### src/rtl/wb_arb_pkg.sv
// Shared definitions for the two-master Wishbone arbiter in front of the SPI core:
// grant-state encodings and SPI core register offsets for the master modules.
package wb_arb_pkg;

   typedef logic [1:0] arb_state_t;

   localparam arb_state_t IDLE = 2'b00;
   localparam arb_state_t GNT0 = 2'b01;
   localparam arb_state_t GNT1 = 2'b10;

   localparam logic [4:0] SPI_RXTX = 5'h00;
   localparam logic [4:0] SPI_CTRL = 5'h10;
   localparam logic [4:0] SPI_DIV  = 5'h14;
   localparam logic [4:0] SPI_SS   = 5'h18;

endpackage

### src/rtl/wb_arb_timeout.sv
// Stall watchdog for the arbiter: counts owner strobe cycles without ack and
// flags expiry on the last allowed cycle (used only with WB_ARB_TIMEOUT_EN).
module wb_arb_timeout #(
   parameter int TIMEOUT_CYCLES = 1024
) (
   input  logic CLK_48,
   input  logic rst_n,
   input  logic count_en,
   input  logic clear,
   output logic expire
);

   localparam int CW = (TIMEOUT_CYCLES > 1) ? $clog2(TIMEOUT_CYCLES) : 1;
   localparam logic [CW-1:0] CNT_MAX = CW'(TIMEOUT_CYCLES - 1);

   logic [CW-1:0] cnt_q;
   logic [CW-1:0] cnt_d;

   always_comb begin
      cnt_d = cnt_q;
      if (clear) begin
         cnt_d = '0;
      end else if (count_en) begin
         cnt_d = cnt_q + 1'b1;
      end
   end

   // Expiry is gated by count_en so a strobe dropped on the last cycle does not fire.
   assign expire = count_en && (cnt_q == CNT_MAX);

   always_ff @(posedge CLK_48 or negedge rst_n) begin
      if (!rst_n) begin
         cnt_q <= '0;
      end else begin
         cnt_q <= cnt_d;
      end
   end

endmodule

### src/rtl/wb_spi_arbiter.sv
// Two-master Wishbone arbiter with bus-hold lock in front of the SPI core.
// Optional stall watchdog enabled by defining WB_ARB_TIMEOUT_EN.
import wb_arb_pkg::*;

module wb_spi_arbiter #(
   parameter int TIMEOUT_CYCLES = 1024
) (
   input  logic        CLK_48,
   input  logic        rst_n,
   // master 0
   input  logic        m0_cyc,
   input  logic        m0_stb,
   input  logic        m0_we,
   input  logic        m0_lock,
   input  logic [4:0]  m0_adr,
   input  logic [31:0] m0_di,
   input  logic [3:0]  m0_sel,
   output logic        m0_ack,
   output logic        m0_err,
   output logic        m0_int,
   output logic [31:0] m0_do,
   // master 1
   input  logic        m1_cyc,
   input  logic        m1_stb,
   input  logic        m1_we,
   input  logic        m1_lock,
   input  logic [4:0]  m1_adr,
   input  logic [31:0] m1_di,
   input  logic [3:0]  m1_sel,
   output logic        m1_ack,
   output logic        m1_err,
   output logic        m1_int,
   output logic [31:0] m1_do,
   // SPI core side
   output logic        s_cyc,
   output logic        s_stb,
   output logic        s_we,
   output logic [4:0]  s_adr,
   output logic [31:0] s_di,
   output logic [3:0]  s_sel,
   input  logic        s_ack,
   input  logic        s_err,
   input  logic        s_int,
   input  logic [31:0] s_do,
   // grant state for observation
   output logic [1:0]  dbg_state
);

   arb_state_t gnt_q;
   arb_state_t gnt_d;
   logic       last_gnt_q;
   logic       last_gnt_d;
   logic       req0;
   logic       req1;
   logic       own0;
   logic       own1;
   logic       expire;

   assign req0 = m0_cyc | m0_lock;
   assign req1 = m1_cyc | m1_lock;
   assign own0 = (gnt_q == GNT0);
   assign own1 = (gnt_q == GNT1);

   // A non-owner's lock only counts as a request; the owner's lock holds the grant.
   always_comb begin
      gnt_d      = gnt_q;
      last_gnt_d = last_gnt_q;
      case (gnt_q)
         IDLE: begin
            if (req0 && req1) begin
               gnt_d = last_gnt_q ? GNT0 : GNT1;
            end else if (req0) begin
               gnt_d = GNT0;
            end else if (req1) begin
               gnt_d = GNT1;
            end
         end
         GNT0: begin
            if (!req0 || expire) begin
               gnt_d      = req1 ? GNT1 : IDLE;
               last_gnt_d = 1'b0;
            end
         end
         GNT1: begin
            if (!req1 || expire) begin
               gnt_d      = req0 ? GNT0 : IDLE;
               last_gnt_d = 1'b1;
            end
         end
         default: gnt_d = IDLE;
      endcase
   end

   always_ff @(posedge CLK_48 or negedge rst_n) begin
      if (!rst_n) begin
         gnt_q      <= IDLE;
         last_gnt_q <= 1'b1;
      end else begin
         gnt_q      <= gnt_d;
         last_gnt_q <= last_gnt_d;
      end
   end

`ifdef WB_ARB_TIMEOUT_EN
   logic owner_stb;
   logic to_count_en;
   logic to_clear;

   assign owner_stb   = (own0 & m0_stb) | (own1 & m1_stb);
   assign to_count_en = owner_stb & ~s_ack;
   assign to_clear    = s_ack | (gnt_d != gnt_q);

   wb_arb_timeout #(
      .TIMEOUT_CYCLES(TIMEOUT_CYCLES)
   ) u_timeout (
      .CLK_48  (CLK_48),
      .rst_n   (rst_n),
      .count_en(to_count_en),
      .clear   (to_clear),
      .expire  (expire)
   );
`else
   assign expire = 1'b0;
`endif

   // Reset forces IDLE asynchronously, so the IDLE defaults also cover reset.
   always_comb begin
      s_cyc = 1'b0;
      s_stb = 1'b0;
      s_we  = 1'b0;
      s_adr = '0;
      s_di  = '0;
      s_sel = '0;
      if (own0) begin
         s_cyc = m0_cyc & ~expire;
         s_stb = m0_stb & ~expire;
         s_we  = m0_we;
         s_adr = m0_adr;
         s_di  = m0_di;
         s_sel = m0_sel;
      end else if (own1) begin
         s_cyc = m1_cyc & ~expire;
         s_stb = m1_stb & ~expire;
         s_we  = m1_we;
         s_adr = m1_adr;
         s_di  = m1_di;
         s_sel = m1_sel;
      end
   end

   assign m0_ack = own0 & s_ack;
   assign m0_err = own0 & (s_err | expire);
   assign m0_int = own0 & s_int;
   assign m1_ack = own1 & s_ack;
   assign m1_err = own1 & (s_err | expire);
   assign m1_int = own1 & s_int;

   assign m0_do = s_do;
   assign m1_do = s_do;

   assign dbg_state = gnt_q;

endmodule

### config.mk
export PLATFORM = sky130hd
export DESIGN_NAME = wb_spi_arbiter
export DESIGN_NICKNAME = d
export VERILOG_FILES = /design/src/rtl/wb_arb_pkg.sv /design/src/rtl/wb_arb_timeout.sv /design/src/rtl/wb_spi_arbiter.sv
export SDC_FILE = /design/constraint.sdc
export NUM_CORES = 1
export LEC_CHECK = 0
export BUFFER_PORTS_ARGS = -buffer_cell sky130_fd_sc_hd__buf_2
export CAP_MARGIN = 20
export CORE_AREA = 2 2 93 95
export CTS_BUF_LIST = sky130_fd_sc_hd__clkbuf_8 sky130_fd_sc_hd__clkbuf_16
export CTS_CLUSTER_DIAMETER = 50
export CTS_CLUSTER_SIZE = 28
export DETAILED_ROUTE_END_ITERATION = 7
export DIE_AREA = 0 0 95 97
export PLACE_DENSITY_LB_ADDON = 0.1
export SLEW_MARGIN = 20
export SYNTH_ARGS = -nofsm -noshare
export SYNTH_HDL_FRONTEND = slang
export SYNTH_SLANG_ARGS = --single-unit
### constraint.sdc
create_clock -name CLK_48 -period 1.6 [get_ports CLK_48]
set_input_delay 0.16 -clock CLK_48 [delete_from_list [all_inputs] [get_ports CLK_48]]
set_output_delay 0.16 -clock CLK_48 [all_outputs]
set_load 0.05 [all_outputs]
==> results.json, run 1 <==
{
  "status": "complete, but fails checks",
  "violations": "setup timing",
  "critical_path.top_delay_family": "buffers and inverters",
  "hold_path.class": "in -> reg",
  "final-setup-viol-count": 1,
  "ant_nets": 0,
  "first_global_vias": 1285,
  "swShare": 0.545,
  "cts_tree": "built",
  "cap_viol_max_count": 0,
  "grt_max_degree": 29,
  "p_int_w": 0.00257,
  "die_h_um": 97,
  "nFillCells": 878,
  "irDropWorstVdd_v": 0.000990,
  "crit_slowest_cell": "dfrtp_2",
  "p_leak_nw": 1.19,
  "rr_startpoint": "dbg_state[0]$_DFFE_PN0P_",
  "die_w_um": 95,
  "finClkSkew_ns": 0.00234,
  "ys_ff_latch": 3,
  "path_max_fanout": 7,
  "synthTopCellsByArea": "buf_4, a22o_1, dfrtp_1, and2_1, buf_6",
  "yosysTopAreaCell": "buf_4",
  "critPathBufInv": 4,
  "grt_pass1_wl_mm": 6.96,
  "core_area_sq_mm": 0.00813,
  "rsz0062_at_grt": "yes",
  "clk-insertion-delay-late_ns": 0.21,
  "drt-initial-drc-count": 29,
  "use_met3": 0.0265,
  "synth_nets": 268,
  "finalWorstSetupSlack_ns": -0.00302,
  "cp-end-kind": "primary output",
  "syn2layout_area_growth_pct": 99.7,
  "fin_crit_sh": 1.00,
  "dp_slack_ns": 0.174,
  "cts_made_buffers": 3,
  "wl_mm": 5.33,
  "cts_max_path_buffers": 2,
  "diodes": 0,
  "rows": 33,
  "hpwl_mm": 3.98,
  "cts.sinks": 3,
  "ys_seq_area_frac": 0.0671,
  "drv_slew": 0,
  "crit_start": "dbg_state[1]$_DFFE_PN0P_",
  "vias_per_cell": 3.98,
  "start_kind": "flip-flop",
  "grtUsageTotal": 0.0941,
  "avgSynthCellArea_sq_um": 8.07,
  "routedWlPerCell_um": 15.9,
  "power_frac_comb": 0.934,
  "setup_tns_ns": -0.00302,
  "cpMostUsedCell": "buf_12",
  "fp.dieArea_sq_mm": 0.00922,
  "relSlewSlack": 0.822,
  "crit_type": "reg -> out",
  "min_period_ns": 1.60,
  "grt-busiest-layer": "met2",
  "p_clk_frac": 0.037,
  "yosysWarnings": 0,
  "hold_violations": 0,
  "slowest_delay_ns": 0.43,
  "gp_congestion": 0.709,
  "cp.required_ns": 1.44,
  "met1_usage": 0.0977,
  "nets": 359,
  "powerDensity_mw_per_mm2": 2490,
  "yosysUniqueCellTypes": 15,
  "num_vias": 1338,
  "h-tree-depth": 1,
  "start_util": 0.140,
  "pin_count": 243,
  "grtUsageMet2": 0.180,
  "worst_slew_pin_slew_ns": 0.265,
  "port_buffers": 146,
  "grt-ovfl-total": 0,
  "postLayoutCoreUtil": 0.279,
  "hold_path.startpoint": "m1_lock",
  "cp.arrival_ns": 1.44,
  "drive_gt1_frac": 0.870,
  "fmax_mhz": 624,
  "netlist_instances": 141,
  "p_seq_frac": 0.029,
  "yosys.area.top_type_share": 0.449,
  "antenna_found_initial": 0,
  "drc": 0,
  "cp_cell_sequence": "inv_2 -> nor2_4 -> buf_12 -> clkbuf_16 -> a22o_4 -> buf_12",
  "p_switching_w": 0.00308,
  "cts_root_buf": "clkbuf_8",
  "syn_area_sq_mm": 0.00114,
  "clk_pin_slew_worst_paths_ns": 0.03,
  "dr.pass1.iters": 4
}
placed cells by master, fill, tap and decap left out, drive strengths merged, types with 2 or more instances in the layout:
master | synthesis | routed
dfrtp | 2 | 2
clkbuf | 0 | 6
buf | 74 | 156
inv | 1 | 2
nor2 | 5 | 5
a21oi | 2 | 2
nor3 | 2 | 2
a22o | 44 | 44
and2 | 6 | 6
synth_stat cells:
| master | instances |
|---|---|
| a211oi_2 | 1 |
| dfrtp_1 | 2 |
| inv_2 | 1 |
| buf_4 | 68 |
| a22o_1 | 44 |
| buf_6 | 3 |
| nor2b_2 | 1 |
| nor3_1 | 2 |
| and2_1 | 6 |
| nor2_1 | 5 |
| o22a_1 | 1 |
| or2_0 | 1 |
| a21oi_1 | 2 |
| buf_2 | 3 |
| dfstp_2 | 1 |
registers in the layout, summed over array words and instances (netlist names):
| signal | cells |
|---|---|
| last_gnt_q | 1 |
| dbg_state | 2 |
worst paths after layout:
path	end	slack, ns	cells past startpoint
max in group asynchronous	last_gnt_q$_DFFE_PN1P_	1.14	2
min in group asynchronous	dbg_state[1]$_DFFE_PN0P_	0.27	2
max reg2reg	last_gnt_q$_DFFE_PN1P_	0.44	4
max	s_di[10]	-0.003	6
min	dbg_state[1]$_DFFE_PN0P_	0.21	2
min reg2reg	last_gnt_q$_DFFE_PN1P_	0.55	2
final cells by class:
class	instances	area [sq um]	area share
tap	105	131	0.0579
multi-input combinational	63	666	0.293
clock buffer	3	41.3	0.0182
sequential	3	78.8	0.0347
timing repair buffer	160	1350	0.593
inverter	1	3.75	0.00165
clock inverter	1	3.75	0.00165
stage by stage:
step	area [sq um]	total power, W	hold slack (ns)	instances
2_1_floorplan	1180	0.00347	-0.136	141
3_3_place_gp	1590	0.00398	-0.0399	322
3_5_place_dp	1590	0.00394	-0.0412	322
4_1_cts	1750	0.00443	0.204	328
5_1_grt	2270	0.00588	0.212	336
6_report	2270	0.00566	0.207	336
repair_timing:
item,CTS,global route
pin swaps,0,1
gates resized for setup,40,101
hold endpoints to repair,3,0
gates cloned,0,5
buffers inserted,1,4
hold buffers,1,0
setup endpoints to repair,49,45
kinds of logic after synthesis:
group | Yosys count | synth area share
buffers and inverters | 75 | 0.495
AOI/OAI and AO/OA | 48 | 0.366
and+or+nand+nor | 15 | 0.0715
DFF | 3 | 0.0671
power groups by stage:
stage / Clock (W) / Sequential, W / Combinational, W
after floorplan: 0 / 0.000233 / 0.00324
after global placement: 0 / 0.000177 / 0.00380
after detailed placement: 0 / 0.000172 / 0.00376
after CTS: 0.000219 / 0.000164 / 0.00405
after global routing: 0.000226 / 0.000169 / 0.00549
final: 0.000210 / 0.000161 / 0.00528
per-layer routing:
metal	up-vias	part of all wire
li1	628	-
met5	-	0
met1	615	0.35
met2	79	0.54
met4	0	0.0084
met3	16	0.096
No activity file was read; power rests on OpenSTA's default activity.
==> inputs of run 2 (changes only) <==
Settings changed: CELL_PAD_IN_SITES_DETAIL_PLACEMENT from default to 1, CELL_PAD_IN_SITES_GLOBAL_PLACEMENT from default to 1, CORE_AREA 2 2 93 95 to default, CORE_ASPECT_RATIO from default to 0.6, CORE_MARGIN from default to 2, CORE_UTILIZATION from default to 13, DIE_AREA 0 0 95 97 to default.
==> run 2 against run 1 <==
Net effect:
- the flow now finishes without violations
- wire length fell by 6.4%
- via count down 3.6%
- non-clock buffer count is 7 lower
- power shrank 11%
- setup slack gained 0.031 ns
==> results.json, run 2 (synthesized netlist as in run 1, its figures left out) <==
{
  "p_leak_nw": 1.06,
  "placed_cells": 329,
  "status": "complete, no violations",
  "syn2layout_area_growth_pct": 75.6,
  "diodes": 0,
  "cp.required_ns": 1.44,
  "min_period_ns": 1.57,
  "grt_pass1_wl_mm": 7.60,
  "cts.sinks": 3,
  "largest_reg_flops": 2,
  "critical_path.top_delay_family": "flip-flops",
  "first_global_vias": 1374,
  "relSlewSlack": 0.829,
  "nets": 352,
  "dp_slack_ns": 0.148,
  "cts_tree": "built",
  "layout_commonest_cell": "buf_2",
  "cap_viol_max_count": 0,
  "rows": 26,
  "powerDensity_mw_per_mm2": 2530,
  "ant_nets": 0,
  "critPathBufInv": 2,
  "drt-initial-drc-count": 22,
  "fin_crit_sh": 0.982,
  "grtUsageTotal": 0.0963,
  "worst_slew_pin_slew_ns": 0.254,
  "gp_congestion": 0.769,
  "path_max_fanout": 28,
  "final-setup-viol-count": 0,
  "drc": 0,
  "num_vias": 1290,
  "hpwl_mm": 4.06,
  "hold_violations": 0,
  "grt-ovfl-total": 0,
  "crit_slowest_cell": "dfrtp_2",
  "cts_made_buffers": 3,
  "start_kind": "flip-flop",
  "antenna_found_initial": 0,
  "drv_slew": 0,
  "cp_cell_sequence": "nor2b_4 -> buf_12 -> a22o_2 -> buf_8",
  "grt_max_degree": 29,
  "routedWlPerCell_um": 14.8,
  "die_w_um": 125,
  "finClkSkew_ns": 0.00187,
  "cts_max_path_buffers": 2,
  "fin_cells": 336,
  "die_h_um": 76.5,
  "power_w": 0.00505,
  "port_buffers": 146,
  "dr.pass1.iters": 4,
  "clk_pin_slew_worst_paths_ns": 0.03,
  "cts_root_buf": "clkbuf_16",
  "fmax_mhz": 636,
  "final_cell_mix": "buf_2, buf_6, a22o_2",
  "slowest_delay_ns": 0.42,
  "irDropWorstVdd_v": 0.00108,
  "clk-insertion-delay-late_ns": 0.23,
  "core_area_sq_mm": 0.00849,
  "drive_gt1_frac": 0.866,
  "pin_count": 243,
  "start_util": 0.134,
  "wl_mm": 4.99,
  "rsz0062_at_grt": "yes",
  "h-tree-depth": 1,
  "cp.arrival_ns": 1.41,
  "crit_type": "reg -> out",
  "fp.dieArea_sq_mm": 0.00954,
  "cp-end-kind": "primary output",
  "whs_ns": 0.204,
  "vias_per_cell": 3.84,
  "hold_path.class": "in -> reg",
  "finalWorstSetupSlack_ns": 0.0284
}
-- run 2: changes by cell type in the layout (fill, tap and decap cells not counted), sizes merged --
cell,before,now
clkbuf,6,3
buf,156,152
-- run 2: worst paths after layout --
| check | from | endpoint | slack, ns | cells after the start |
|---|---|---|---|---|
| min in group asynchronous | rst_n | dbg_state[0]$_DFFE_PN0P_ | 0.27 | 2 |
| max in group asynchronous | rst_n | last_gnt_q$_DFFE_PN1P_ | 1.13 | 2 |
| setup reg to reg | dbg_state[0]$_DFFE_PN0P_ | last_gnt_q$_DFFE_PN1P_ | 0.44 | 4 |
| setup / recovery | dbg_state[0]$_DFFE_PN0P_ | s_di[17] | 0.03 | 4 |
| hold / removal | m1_lock | dbg_state[1]$_DFFE_PN0P_ | 0.20 | 2 |
| hold reg to reg | last_gnt_q$_DFFE_PN1P_ | last_gnt_q$_DFFE_PN1P_ | 0.55 | 2 |
-- run 2: final cells by class --
type	instances	area [sq um]
clock buffers	3	75.1
clock inverters	1	3.75
fillers	998	6490
inverters	1	3.75
multi-input cells	63	551
flip-flops and latches	3	78.8
well taps	112	140
repair buffers	153	1140
-- run 2: power by group --
part	total, W	switching (W)	internal (W)
combinational	0.00450	0.00279	0.00171
clock	0.000395	0.0000724	0.000323
sequential	0.000162	0.0000424	0.000119
-- run 2: through the flow --
stage	area [sq um]	util	setup TNS [ns]
6_report	2000	0.235	0
5_1_grt	2000	0.235	-0.260
4_1_cts	1810	0.213	0
3_5_place_dp	1580	0.187	0
3_3_place_gp	1580	0.187	0
2_1_floorplan	1180	-	-0.0364
-- run 2: repair_timing --
item                                   CTS  global route
resized for setup                       48            53
gates cloned                             0             0
setup buffers                            2             0
setup endpoints to repair               50            47
endpoints found under the hold margin    3             0
hold buffers                             1             0
-- run 2: layer usage --
layer,global-route usage,share of wire
met5,0,0
met4,0.0169,0.0046
met3,0.0323,0.076
met2,0.156,0.47
met1,0.126,0.45
==> inputs of run 3 (changes only) <==
Settings changed: ABC_AREA from default to 1, CORE_UTILIZATION 13 to 14, SLEW_MARGIN 20 to default.
==> run 3 against run 2 <==
Net effect:
- die area down 0.29%
- sequential cell count unchanged
- combinational power increased by 10%
- worst hold slack better by 0.055 ns
- first-iteration DRC count is 82% higher
- wire length grew 15%
- clock-buffer cell count is the same
- critical path depth unchanged
- register-to-register slack got worse by 0.08 ns
- via count grew 8.7%
- sequential power rose by 7%
- largest cell class unchanged
- largest power group unchanged
==> results.json, run 3 <==
{
  "cp_cell_sequence": "nor2_4 -> inv_1 -> nor2_4 -> buf_2",
  "cpMostUsedCell": "nor2_4",
  "fmax_mhz": 634,
  "synth_most_common_cell": "buf_4",
  "hold_violations": 0,
  "core_area_sq_mm": 0.00849,
  "num_vias": 1402,
  "nets": 376,
  "drc": 0,
  "crit_type": "reg -> out",
  "vias_per_cell": 3.89,
  "largest_reg_flops": 2,
  "gp_congestion": 0.726,
  "path_max_fanout": 5,
  "rows": 26,
  "pin_count": 243,
  "cts_tree": "built",
  "start_kind": "flip-flop",
  "yosysWarnings": 0,
  "fin_crit_sh": 0.986,
  "cts_max_path_buffers": 2,
  "drt-initial-drc-count": 40,
  "critPathBufInv": 2,
  "finClkSkew_ns": 0.00196,
  "p_leak_nw": 1.12,
  "syn2layout_area_growth_pct": 68.2,
  "cap_viol_max_count": 0,
  "yosys.area.top_type_share": 0.393,
  "clk-insertion-delay-late_ns": 0.22,
  "avgSynthCellArea_sq_um": 7.54,
  "port_buffers": 146,
  "grt_max_degree": 31,
  "diodes": 0,
  "crit_slowest_cell": "dfrtp_2",
  "grt-ovfl-total": 0,
  "cts.sinks": 3,
  "worst_slew_pin_slew_ns": 0.406,
  "slowest_delay_ns": 0.43,
  "h-tree-depth": 1,
  "finalWorstSetupSlack_ns": 0.0224,
  "syn_area_sq_mm": 0.00122,
  "final_area_sq_mm": 0.00205,
  "synth_nets": 289,
  "start_util": 0.144,
  "powerDensity_mw_per_mm2": 2680,
  "drv_slew": 0,
  "critical_path.top_delay_family": "buffers and inverters",
  "grtUsageTotal": 0.109,
  "yosysTopAreaCell": "buf_4",
  "cts_made_buffers": 3,
  "ys_seq_area_frac": 0.0625,
  "hold_path.class": "in -> async",
  "rsz0062_at_grt": "yes",
  "relSlewSlack": 0.729,
  "irDropWorstVdd_v": 0.000469,
  "cp.required_ns": 1.44,
  "synth_flop_cell": "dfrtp_1",
  "netlist_instances": 162,
  "ys_ff_latch": 3,
  "min_period_ns": 1.58,
  "synth_edf_count": 0,
  "clk_pin_slew_worst_paths_ns": 0.03,
  "cp-end-kind": "primary output",
  "place_area_sq_mm": 0.00169,
  "first_global_vias": 1345,
  "routedWlPerCell_um": 16.0,
  "yosysUniqueCellTypes": 18,
  "status": "complete, no violations",
  "async_reset_ff_frac": 1.00,
  "fp.dieArea_sq_mm": 0.00951,
  "cp.arrival_ns": 1.42,
  "wl_mm": 5.76,
  "synthTopCellsByArea": "buf_4, a22o_1, buf_6, dfrtp_1, nand2_1",
  "antenna_found_initial": 0,
  "cts_root_buf": "clkbuf_16",
  "ys_top_cells_by_count": "buf_4, a22o_1, nand2_1",
  "die_w_um": 125,
  "hpwl_mm": 4.78,
  "final_cell_mix": "buf_2, a22o_2, buf_6",
  "ant_nets": 0,
  "layout_commonest_cell": "buf_2",
  "die_h_um": 76.3,
  "dp_slack_ns": 0.178,
  "grt_pass1_wl_mm": 8.32,
  "drive_gt1_frac": 0.843,
  "dr.pass1.iters": 4,
  "final-setup-viol-count": 0
}
[run 3: area by class of cell]
type	count	area, sq um
sequential	3	78.8
fill	1034	6440
tap	112	140
multi-input combinational	75	611
inverter	12	60.1
timing repair buffer	154	1090
clock buffer	3	75.1
clock inverter	1	3.75
[run 3: final timing paths]
kind / from / endpoint / slack, ns / depth (start not counted)
max reg2reg: dbg_state[0]$_DFFE_PN0P_ / dbg_state[1]$_DFFE_PN0P_ / 0.36 / 7
min: rst_n / dbg_state[1]$_DFFE_PN0P_ / 0.26 / 2
min in group CLK_48: s_do[24] / m0_do[24] / 0.32 / 0
max: dbg_state[0]$_DFFE_PN0P_ / m1_ack / 0.02 / 4
max in group asynchronous: rst_n / last_gnt_q$_DFFE_PN1P_ / 1.14 / 2
min reg2reg: last_gnt_q$_DFFE_PN1P_ / last_gnt_q$_DFFE_PN1P_ / 0.49 / 2
[run 3: repair_timing]
item                                   4_1_cts  5_1_grt
setup endpoints to repair                   39       45
resized for setup                           29       72
gates cloned                                 0        0
hold buffers                                 1        0
endpoints found under the hold margin        3        0
setup buffers                                0        1
[run 3: per-layer routing]
metal,up-vias,global-route usage,wire length (um)
met2,70,0.165,2620
li1,668,-,-
met4,0,0.0348,88
met5,-,0,0
met3,23,0.0379,536
met1,641,0.144,2520
[run 3: stage by stage]
step | std cells | utilization | TNS (ns) | power, W | hold slack [ns]
6_report | 360 | 0.242 | 0 | 0.00551 | 0.259
5_1_grt | 360 | 0.242 | -0.152 | 0.00575 | 0.277
4_1_cts | 359 | 0.219 | 0 | 0.00506 | 0.258
3_5_place_dp | 354 | 0.199 | 0 | 0.00442 | -0.0363
3_3_place_gp | 354 | 0.199 | 0 | 0.00445 | -0.0372
2_1_floorplan | 162 | - | 0 | 0.00394 | -0.136
[run 3: logic make-up after synthesis]
kind of cell / count (synthesis) / share of synthesized area
AO/OA/AOI/OAI: 47 / 0.326
buffers and inverters: 84 / 0.508
flip-flops: 3 / 0.0625
AND/OR/NAND/NOR: 28 / 0.103
[run 3: report_power, final]
part	total, W	switching [W]	internal [W]
combinational	0.00495	0.00316	0.00179
sequential	0.000173	0.0000430	0.000130
clock	0.000394	0.0000716	0.000323
